**config.mk**
```make
export PLATFORM = sky130hd
export DESIGN_NAME = keypad_scan_4x4_flat
export DESIGN_NICKNAME = d
export VERILOG_FILES = /design/src/rtl/keypad_scan_4x4_if.sv /design/src/rtl/keypad_scan_4x4.sv /design/src/flat_wrapper.sv
export SDC_FILE = /design/constraint.sdc
export NUM_CORES = 1
export LEC_CHECK = 0
export ABC_AREA = 1
export BUFFER_PORTS_ARGS = -buffer_cell sky130_fd_sc_hd__buf_2
export CAP_MARGIN = 20
export CORE_UTILIZATION = 35
export CTS_CLUSTER_DIAMETER = 200
export DETAILED_ROUTE_END_ITERATION = 8
export GPL_TIMING_DRIVEN = 0
export SLEW_MARGIN = 20
export SYNTH_ARGS = -nofsm -noshare
export SYNTH_HDL_FRONTEND = slang
export SYNTH_SLANG_ARGS = --single-unit
export TNS_END_PERCENT = 50
```
**constraint.sdc**
```tcl
create_clock -name clk -period 9.7 [get_ports clk]
set_clock_uncertainty 0.15 [all_clocks]
set_input_delay 1.94 -clock clk [delete_from_list [all_inputs] [get_ports clk]]
set_output_delay 1.94 -clock clk [all_outputs]
set_load 0.03 [all_outputs]
```
**src/rtl/keypad_scan_4x4_if.sv**
```systemverilog
// Keypad scanner bus: row sense lines in, column drive and debounced key report out.
// The master side is the scanner; the slave side is the keypad/consumer.
interface keypad_scan_4x4_if;
    logic [3:0] row;
    logic [3:0] col;
    logic [3:0] key_code;
    logic       key_valid;
    logic       key_down;
    logic       multi_key;

    modport master (input row, output col, key_code, key_valid, key_down, multi_key);
    modport slave  (output row, input col, key_code, key_valid, key_down, multi_key);
endinterface

```
**src/rtl/keypad_scan_4x4.sv**
```systemverilog
// 4x4 matrix keypad scanner: column scan, per-frame classification, frame-level
// debounce and a press/hold/block FSM that emits one key_valid strobe per press.
module keypad_scan_4x4 #(
    parameter int SCAN_DIV   = 100000,
    parameter int DEB_FRAMES = 8
) (
    input  logic              clk,
    input  logic              rst,
    keypad_scan_4x4_if.master kp
);
    localparam int DW = $clog2(SCAN_DIV);
    localparam int CW = $clog2(DEB_FRAMES + 1);

    typedef enum logic [1:0] {RES_NONE, RES_SINGLE, RES_MULTI} res_e;
    typedef enum logic [1:0] {IDLE, HELD, BLOCK} state_e;

    logic [3:0]    row_s1, row_s2;
    logic [DW-1:0] dwell;
    logic [1:0]    col_idx, col_idx_n;
    logic [3:0]    col_q;
    logic          sample, frame_end;

    always_ff @(posedge clk) begin
        if (rst) begin
            row_s1 <= 4'hF;
            row_s2 <= 4'hF;
        end else begin
            row_s1 <= kp.row;
            row_s2 <= row_s1;
        end
    end

    assign sample    = (dwell == DW'(SCAN_DIV - 1));
    assign frame_end = sample && (col_idx == 2'd3);
    assign col_idx_n = sample ? col_idx + 2'd1 : col_idx;

    always_ff @(posedge clk) begin
        if (rst) begin
            dwell   <= '0;
            col_idx <= 2'd0;
            col_q   <= 4'b1110;
        end else begin
            dwell   <= sample ? '0 : dwell + 1'b1;
            col_idx <= col_idx_n;
            col_q   <= ~(4'b0001 << col_idx_n);
        end
    end

    // Intersection count saturates at 2: anything beyond one key is a chord.
    logic [2:0] hits, sum;
    logic [1:0] hit_row, acc_cnt, tot;
    logic [3:0] acc_code, cur_code;
    res_e       frame_res;

    always_comb begin
        hits    = '0;
        hit_row = '0;
        for (int r = 3; r >= 0; r--) begin
            if (!row_s2[r]) begin
                hits    = hits + 3'd1;
                hit_row = 2'(r);
            end
        end
        sum      = {1'b0, acc_cnt} + hits;
        tot      = (sum >= 3'd2) ? 2'd2 : sum[1:0];
        cur_code = (acc_cnt == 2'd0) ? {hit_row, col_idx} : acc_code;
        case (tot)
            2'd0:    frame_res = RES_NONE;
            2'd1:    frame_res = RES_SINGLE;
            default: frame_res = RES_MULTI;
        endcase
    end

    res_e          prev_res;
    logic [3:0]    prev_code;
    logic [CW-1:0] stable_cnt, cnt_n;
    logic          same, stable;

    assign same   = (frame_res == prev_res) &&
                    ((frame_res != RES_SINGLE) || (cur_code == prev_code));
    assign cnt_n  = !same ? CW'(1) :
                    (stable_cnt >= CW'(DEB_FRAMES)) ? stable_cnt : stable_cnt + 1'b1;
    assign stable = frame_end && (cnt_n == CW'(DEB_FRAMES));

    always_ff @(posedge clk) begin
        if (rst) begin
            acc_cnt    <= 2'd0;
            acc_code   <= 4'd0;
            prev_res   <= RES_NONE;
            prev_code  <= 4'd0;
            stable_cnt <= '0;
        end else if (sample) begin
            acc_cnt  <= frame_end ? 2'd0 : tot;
            acc_code <= cur_code;
            if (frame_end) begin
                prev_res   <= frame_res;
                prev_code  <= cur_code;
                stable_cnt <= cnt_n;
            end
        end
    end

    state_e     state, state_n;
    logic [3:0] key_code_q, code_n;
    logic       valid_n, key_valid_q, key_down_q, multi_key_q;

    always_comb begin
        state_n = state;
        code_n  = key_code_q;
        valid_n = 1'b0;
        if (stable) begin
            case (state)
                IDLE: begin
                    if (frame_res == RES_SINGLE) begin
                        code_n  = cur_code;
                        valid_n = 1'b1;
                        state_n = HELD;
                    end else if (frame_res == RES_MULTI) begin
                        state_n = BLOCK;
                    end
                end
                HELD: begin
                    // A different single key while held is a rollover: block it.
                    if (frame_res == RES_NONE)
                        state_n = IDLE;
                    else if (frame_res == RES_MULTI || cur_code != key_code_q)
                        state_n = BLOCK;
                end
                BLOCK: begin
                    if (frame_res == RES_NONE)
                        state_n = IDLE;
                end
                default: state_n = IDLE;
            endcase
        end
    end

    always_ff @(posedge clk) begin
        if (rst) begin
            state       <= IDLE;
            key_code_q  <= 4'd0;
            key_valid_q <= 1'b0;
            key_down_q  <= 1'b0;
            multi_key_q <= 1'b0;
        end else begin
            state       <= state_n;
            key_code_q  <= code_n;
            key_valid_q <= valid_n;
            key_down_q  <= (state_n == HELD);
            multi_key_q <= (state_n == BLOCK);
        end
    end

    assign kp.col       = col_q;
    assign kp.key_code  = key_code_q;
    assign kp.key_valid = key_valid_q;
    assign kp.key_down  = key_down_q;
    assign kp.multi_key = multi_key_q;
endmodule

```
**src/flat_wrapper.sv**
```systemverilog
// flat-port wrapper written by rule: the top's interface ports become plain ports
module keypad_scan_4x4_flat 
#(
    parameter int SCAN_DIV   = 100000,
    parameter int DEB_FRAMES = 8
)
  (clk, rst, kp_row, kp_col, kp_key_code, kp_key_valid, kp_key_down, kp_multi_key);
  keypad_scan_4x4_if kp_i ();
  input  logic clk;
  input  logic rst;
  input wire logic [$bits(kp_i.row)-1:0] kp_row;
  output wire logic [$bits(kp_i.col)-1:0] kp_col;
  output wire logic [$bits(kp_i.key_code)-1:0] kp_key_code;
  output wire logic [$bits(kp_i.key_valid)-1:0] kp_key_valid;
  output wire logic [$bits(kp_i.key_down)-1:0] kp_key_down;
  output wire logic [$bits(kp_i.multi_key)-1:0] kp_multi_key;
  assign kp_i.row = kp_row;
  assign kp_col = kp_i.col;
  assign kp_key_code = kp_i.key_code;
  assign kp_key_valid = kp_i.key_valid;
  assign kp_key_down = kp_i.key_down;
  assign kp_multi_key = kp_i.multi_key;
  keypad_scan_4x4 #(.SCAN_DIV(SCAN_DIV), .DEB_FRAMES(DEB_FRAMES)) u_core (.clk(clk), .rst(rst), .kp(kp_i));
endmodule
```
Yosys cells after proc, flatten, opt, wreduce, memory -nomap -nowiden
Cells that the tools add are included.

word-level totals
  register bits after elaboration = 56
  bits of input ports = 6
  output and inout bits = 11
  logic and storage cells = 78

cells by class
  $add $sub $neg = 7
  $lt $le $gt $ge = 2
  eq/ne operators = 14
  shift operators = 1
  muxes and demuxes = 23
  bitwise gates (word level) = 3
  reductions and logical operators = 13

operator list
  cell                                                                                 count
  2-bit 2-to-1 mux                                                                     13
  17-bit by 1-bit adder with 17-bit output, second input constant                      1
  17-bit equality test, second input constant                                          1
  4-bit 2-to-1 mux                                                                     3
  3-bit 2-to-1 mux                                                                     3
  2-bit by 1-bit equality test with 1-bit output, second input constant                4
  2-bit equality test, second input constant                                           4
  2-bit zero test                                                                      4
  3-bit by 1-bit adder with 3-bit output, second input constant                        2
  2-bit case mux with 3 select lines                                                   1
  4-bit by 1-bit adder with 4-bit output, second input constant                        1
  4-bit equality test                                                                  1
  4-bit equality test, second input constant                                           1
  4-bit greater-or-equal comparator, second input constant                             1
  4-bit != test                                                                        1
  4-bit inverter                                                                       1
  2-bit case mux with 2 select lines                                                   1
  1-bit by 2-bit left shift with 4-bit output, first input constant                    1
  2-bit by 3-bit adder with 3-bit output                                               1
  3-bit by 2-bit greater-or-equal comparator with 1-bit output, second input constant  1
  1-bit logical AND                                                                    3
  3-bit AND reduction                                                                  1
  3-bit OR reduction                                                                   1
  1-bit by 1-bit adder with 2-bit output, second input constant                        1
  other kinds (8)                                                                      11

Longest topological paths before layout
  depth after elaboration = 20
  depth in mapped cells = 25
  gate-level depth less buffers = 25

Worst setup path before layout
OpenSTA, ideal clock, no wires.

  kind = reg-to-reg
  from = register u_core.row_s2[2]
  to = register u_core.key_down_q (netlist: u_core.kp.key_down)
  arrival time = 2.882 ns
  required time = 9.424 ns
  path slack = 6.541 ns
  cell stages (with the launch flop) = 24
  clock period less this slack = 3.159 ns
  path through = dfxtp_1 inv_1 ha_1 xnor2_1 ha_1 nand2_1 nand2_1 fa_1 inv_1 nand3_1 nand2_1 nand2_1 nand2_2 nand3_4 nand2_1 nand2_2 clkinv_4 nand2_4 nor2_4 nand2_2 nand2_2 nand2_1 nand2_1 nor2_2

on the way
  longest elaborated chain between the ends = 18
  elaborated cells between the ends (all ways) = 36
  classes of those cells = add/sub (3); order compare (1); eq/ne (9); mux (17); reduce/logical (6)

ends and longest elaborated chain
  element                                                       line                    source
  from (decl)                                                   keypad_scan_4x4.sv:17   logic [3:0] row_s1, row_s2;
  from (signal assigned)                                        keypad_scan_4x4.sv:29   row_s2 <= row_s1;
  3-bit 2-to-1 mux                                              keypad_scan_4x4.sv:59   if (!row_s2[r]) begin
  3-bit by 1-bit adder with 3-bit output                        keypad_scan_4x4.sv:60   hits = hits + 3'd1;
  3-bit 2-to-1 mux                                              keypad_scan_4x4.sv:59
  3-bit by 1-bit adder with 3-bit output                        keypad_scan_4x4.sv:60
  3-bit 2-to-1 mux                                              keypad_scan_4x4.sv:59
  2-bit by 3-bit adder with 3-bit output                        keypad_scan_4x4.sv:64   sum = {1'b0, acc_cnt} + hits;
  3-bit by 2-bit greater-or-equal comparator with 1-bit output  keypad_scan_4x4.sv:65   tot = (sum >= 3'd2) ? 2'd2 : sum[1:0];
  2-bit 2-to-1 mux                                              keypad_scan_4x4.sv:65
  [2 not listed]                                                -
  2-bit by 1-bit != test with 1-bit output                      keypad_scan_4x4.sv:80   ((frame_res != RES_SINGLE) || (cur_code == prev_code));
  1-bit logical OR                                              keypad_scan_4x4.sv:80
  1-bit logical AND                                             keypad_scan_4x4.sv:79   assign same = (frame_res == prev_res) &&
  4-bit 2-to-1 mux                                              keypad_scan_4x4.sv:81   assign cnt_n = !same ? CW'(1) :
  4-bit equality test                                           keypad_scan_4x4.sv:83   assign stable = frame_end && (cnt_n == CW'(DEB_FRAMES));
  1-bit logical AND                                             keypad_scan_4x4.sv:83
  2-bit 2-to-1 mux (*)                                          keypad_scan_4x4.sv:111  if (stable) begin
  2-bit by 1-bit equality test with 1-bit output (*)            keypad_scan_4x4.sv:149  key_down_q <= (state_n == HELD);
  to (signal assigned)                                          keypad_scan_4x4.sv:149
  to (decl)                                                     keypad_scan_4x4.sv:105  logic valid_n, key_valid_q, key_down_q, multi_key_q;

Every way passes the cells marked *; elsewhere a longest branch is shown, timed or not.
A chain may end at the register's enable or synchronous reset.

Worst setup path after layout
Same ends and word-level chain as after synthesis.

==> flow_summary.toml <==
[cts]
cts_sinks = 56
ctsResizeCount = 0
numCtsBuffers = 5
ctsRootBufferMaster = "clkbuf_8"
cts_buffer_depth = 2
clk_latency_ns = 0.31
cts_tree = "built"
post_cts_buffers = 0
clkTransAtPathRegs_ns = 0.11
cts.hold.buffers_added = 0
h-tree-depth = 2

[worst_setup_path]
criticalPathCategory = "reg -> reg"
regToRegEndpoint = "u_core.kp.key_down"
worstPathRequired_ns = 9.75
r2r-start = "u_core.row_s2[2]"
ff2ff_path_depth = 23
worstPathArrival_ns = 3.48
critPathLaunch = "u_core.row_s2[2]"
reg2reg_slack_ns = 6.27
startpoint_type = "register"
crit_path_end_kind = "register"
crit_fanout = 4

[pwr]
power.leakage_nw = 1.393
ir_worst_vdd_v = 0.00004606
seq_power_share = 0.591
power_density_nw_per_um2 = 121.6
p_sw_frac = 0.2541
clockPowerShare = 0.337
p_sw_uw = 100.5
combPwrFrac = 0.072
internal-power_uw = 295.1
p_total_uw = 395.6

[drt]
viasPerCell = 4.573
vias = 2369
drt-total-wl_um = 5522
wl_per_cell_um = 10.66
remaining_drc_errors = 0
firstDrtPassIters = 4
dr.first_iter.drc_count = 87
ant_nets = 0

[sta]
finalCriticalPeriod_ns = 3.432
finalHoldViolations = 0
rsz0062_at_grt = "no"
worst_pin_slew_ns = 0.6069
finalSetupViolCount = 0
holdWs_ns = 0.2679
maxSlewHeadroom = 0.5920
finalCritPeriodShare = 0.3538
slew_violations = 0
finalSetupTns_ns = 0
clock.fmax_mhz = 291.4

[placed_design]
place_inst = 510
place_congestion = 0.7928
port_buffers = 16
dp_hpwl_um = 4327

[synth]
synth_edf_count = 0
synthTopCellsByCount = "83 x nand2_1, 56 x dfxtp_1, 52 x inv_1"
yosysTopAreaCell = "dfxtp_1"
synth_most_common_cell = "nand2_1"
ys_warn_count = 0
synthArstFlopShare = 0
synth_nets = 406
syn_area_sq_um = 2947
synth_top_area_share = 0.3805
synth.avg_cell_area_sq_um = 7.575
synth_cell_types = 40
ys.flop_type = "dfxtp_1"
yosysSeqAreaShare = 0.3805
synthTopCellsByArea = "dfxtp_1 38%, nand2_1 11%, inv_1 6.6%"
netlist_instances = 389
ys_ff_latch = 56

[layout]
regArea_sq_um = 1121
diodes = 0
synthToLayoutAreaGrowth_pct = 10.40
final_cells = 518
nFillCells = 856
multi_input_area_sq_um = 1560
layout.nets = 429
drive_above_1_share = 0.2082

[hold_path]
hold_depth = 1
hold_start = "u_core.row_s1[1]"
hold_path.class = "reg -> reg"
min_to = "u_core.row_s2[1]"

[global_route]
grt_pass1_vias = 2227
antenna_found_initial = 0
grt_usage = 0.1409
grt_pass1_wl_um = 9811
grt_max_degree = 20
overflow = 0

[die]
rows = 33
dieArea_sq_um = 8790
ioPinCount = 17
die_width_um = 93.76
start_util = 0.3604
coreArea_sq_um = 8175
die_height_um = 93.76

[status]
status = "finished clean"

[flow_run]
maxCapViolations = 0
## state kept, by name, indices dropped and copies added, names as in the netlist, 4 cells and up
signal	cells
u_core.prev_code	4
u_core.stable_cnt	4
u_core.row_s2	4
u_core.row_s1	4
u_core.acc_code	4
u_core.dwell	17
u_core.kp.key_code	4
u_core.kp.col	4
## worst max-delay path by stage
| stage | endpoint | slack [ns] | cells after the start |
|---|---|---|---|
| final | u_core.kp.key_down | 6.27 | 23 |
| after detailed placement | u_core.kp.key_down | 6.27 | 23 |
| after global routing | u_core.kp.key_down | 5.94 | 23 |
| after floorplan | u_core.kp.key_down | 6.54 | 23 |
| after CTS | u_core.kp.key_down | 6.25 | 23 |
| after global placement | u_core.kp.key_down | 6.31 | 23 |
## cells in the final DEF, fill, tap and decap left out, drive strengths merged, types with 9 or more instances in the layout
cell   synthesis  final
nor3          10     10
or2           11     11
ha            10     10
nand3         27     27
xor2           9      9
o21ai         12     12
a21oi         20     20
nand2         98     98
nor2          41     41
inv           61     62
dfxtp         56     56
buf            2     18
## power groups by stage
stage	logic [mW]	clock network [mW]	registers (mW)
4_1_cts	0.0291	0.141	0.234
3_3_place_gp	0.0283	0	0.239
3_5_place_dp	0.0291	0	0.239
2_1_floorplan	0.0226	0	0.239
6_report	0.0285	0.133	0.234
5_1_grt	0.0324	0.148	0.234
## per-stage QoR
step	worst slack [ns]	cell area, sq um	util
final	6.268	3253	0.3979
after global routing	5.945	3253	0.3979
after CTS	6.250	3253	0.3979
after detailed placement	6.267	3158	0.3863
after global placement	6.314	3158	0.3863
after floorplan	6.541	2947	-
## cell families after synthesis
logic type               share of synthesized area
flip-flops                                  0.3805
AO/OA/AOI/OAI                              0.08196
AND/OR/NAND/NOR                             0.3686
XOR/XNOR                                   0.02973
adder cells (fa/ha/maj)                    0.04926
buffers and inverters                      0.09002
## critical path: stages (launching register included)
cell and delay, ns:
dfxtp_1 0.40, inv_1 0.06, ha_1 0.32, xnor2_1 0.24, ha_1 0.28, nand2_1 0.06
nand2_1 0.07, fa_1 0.44, inv_1 0.06, nand3_1 0.09, nand3_1 0.10, nand2_2 0.09
nand2_2 0.10, nand2_1 0.06, nand2_1 0.08, nand2_2 0.07, clkinv_4 0.07, nand2_4 0.06
nor2_4 0.16, nand2_2 0.09, nand2_2 0.06, nand2_1 0.08, nand2_1 0.08, nor2_2 0.03
## area by class of cell
cell class,count,area share
multi-input cells,265,0.4796
flip-flops and latches,56,0.3446
plain buffers,4,0.005385
clock inverters,3,0.008077
inverters,64,0.07615
clock buffers,5,0.02115
well taps,105,0.04038
repair buffers,16,0.02462
## routing by layer
metal	GRT usage	vias to the layer above	wire, um
li1	-	1282	-
met1	0.1691	1056	2586
met4	0.04615	0	82
met2	0.2524	25	2711
met5	0	-	0
met3	0.02427	6	141
Power figures use the tool's default switching activity.
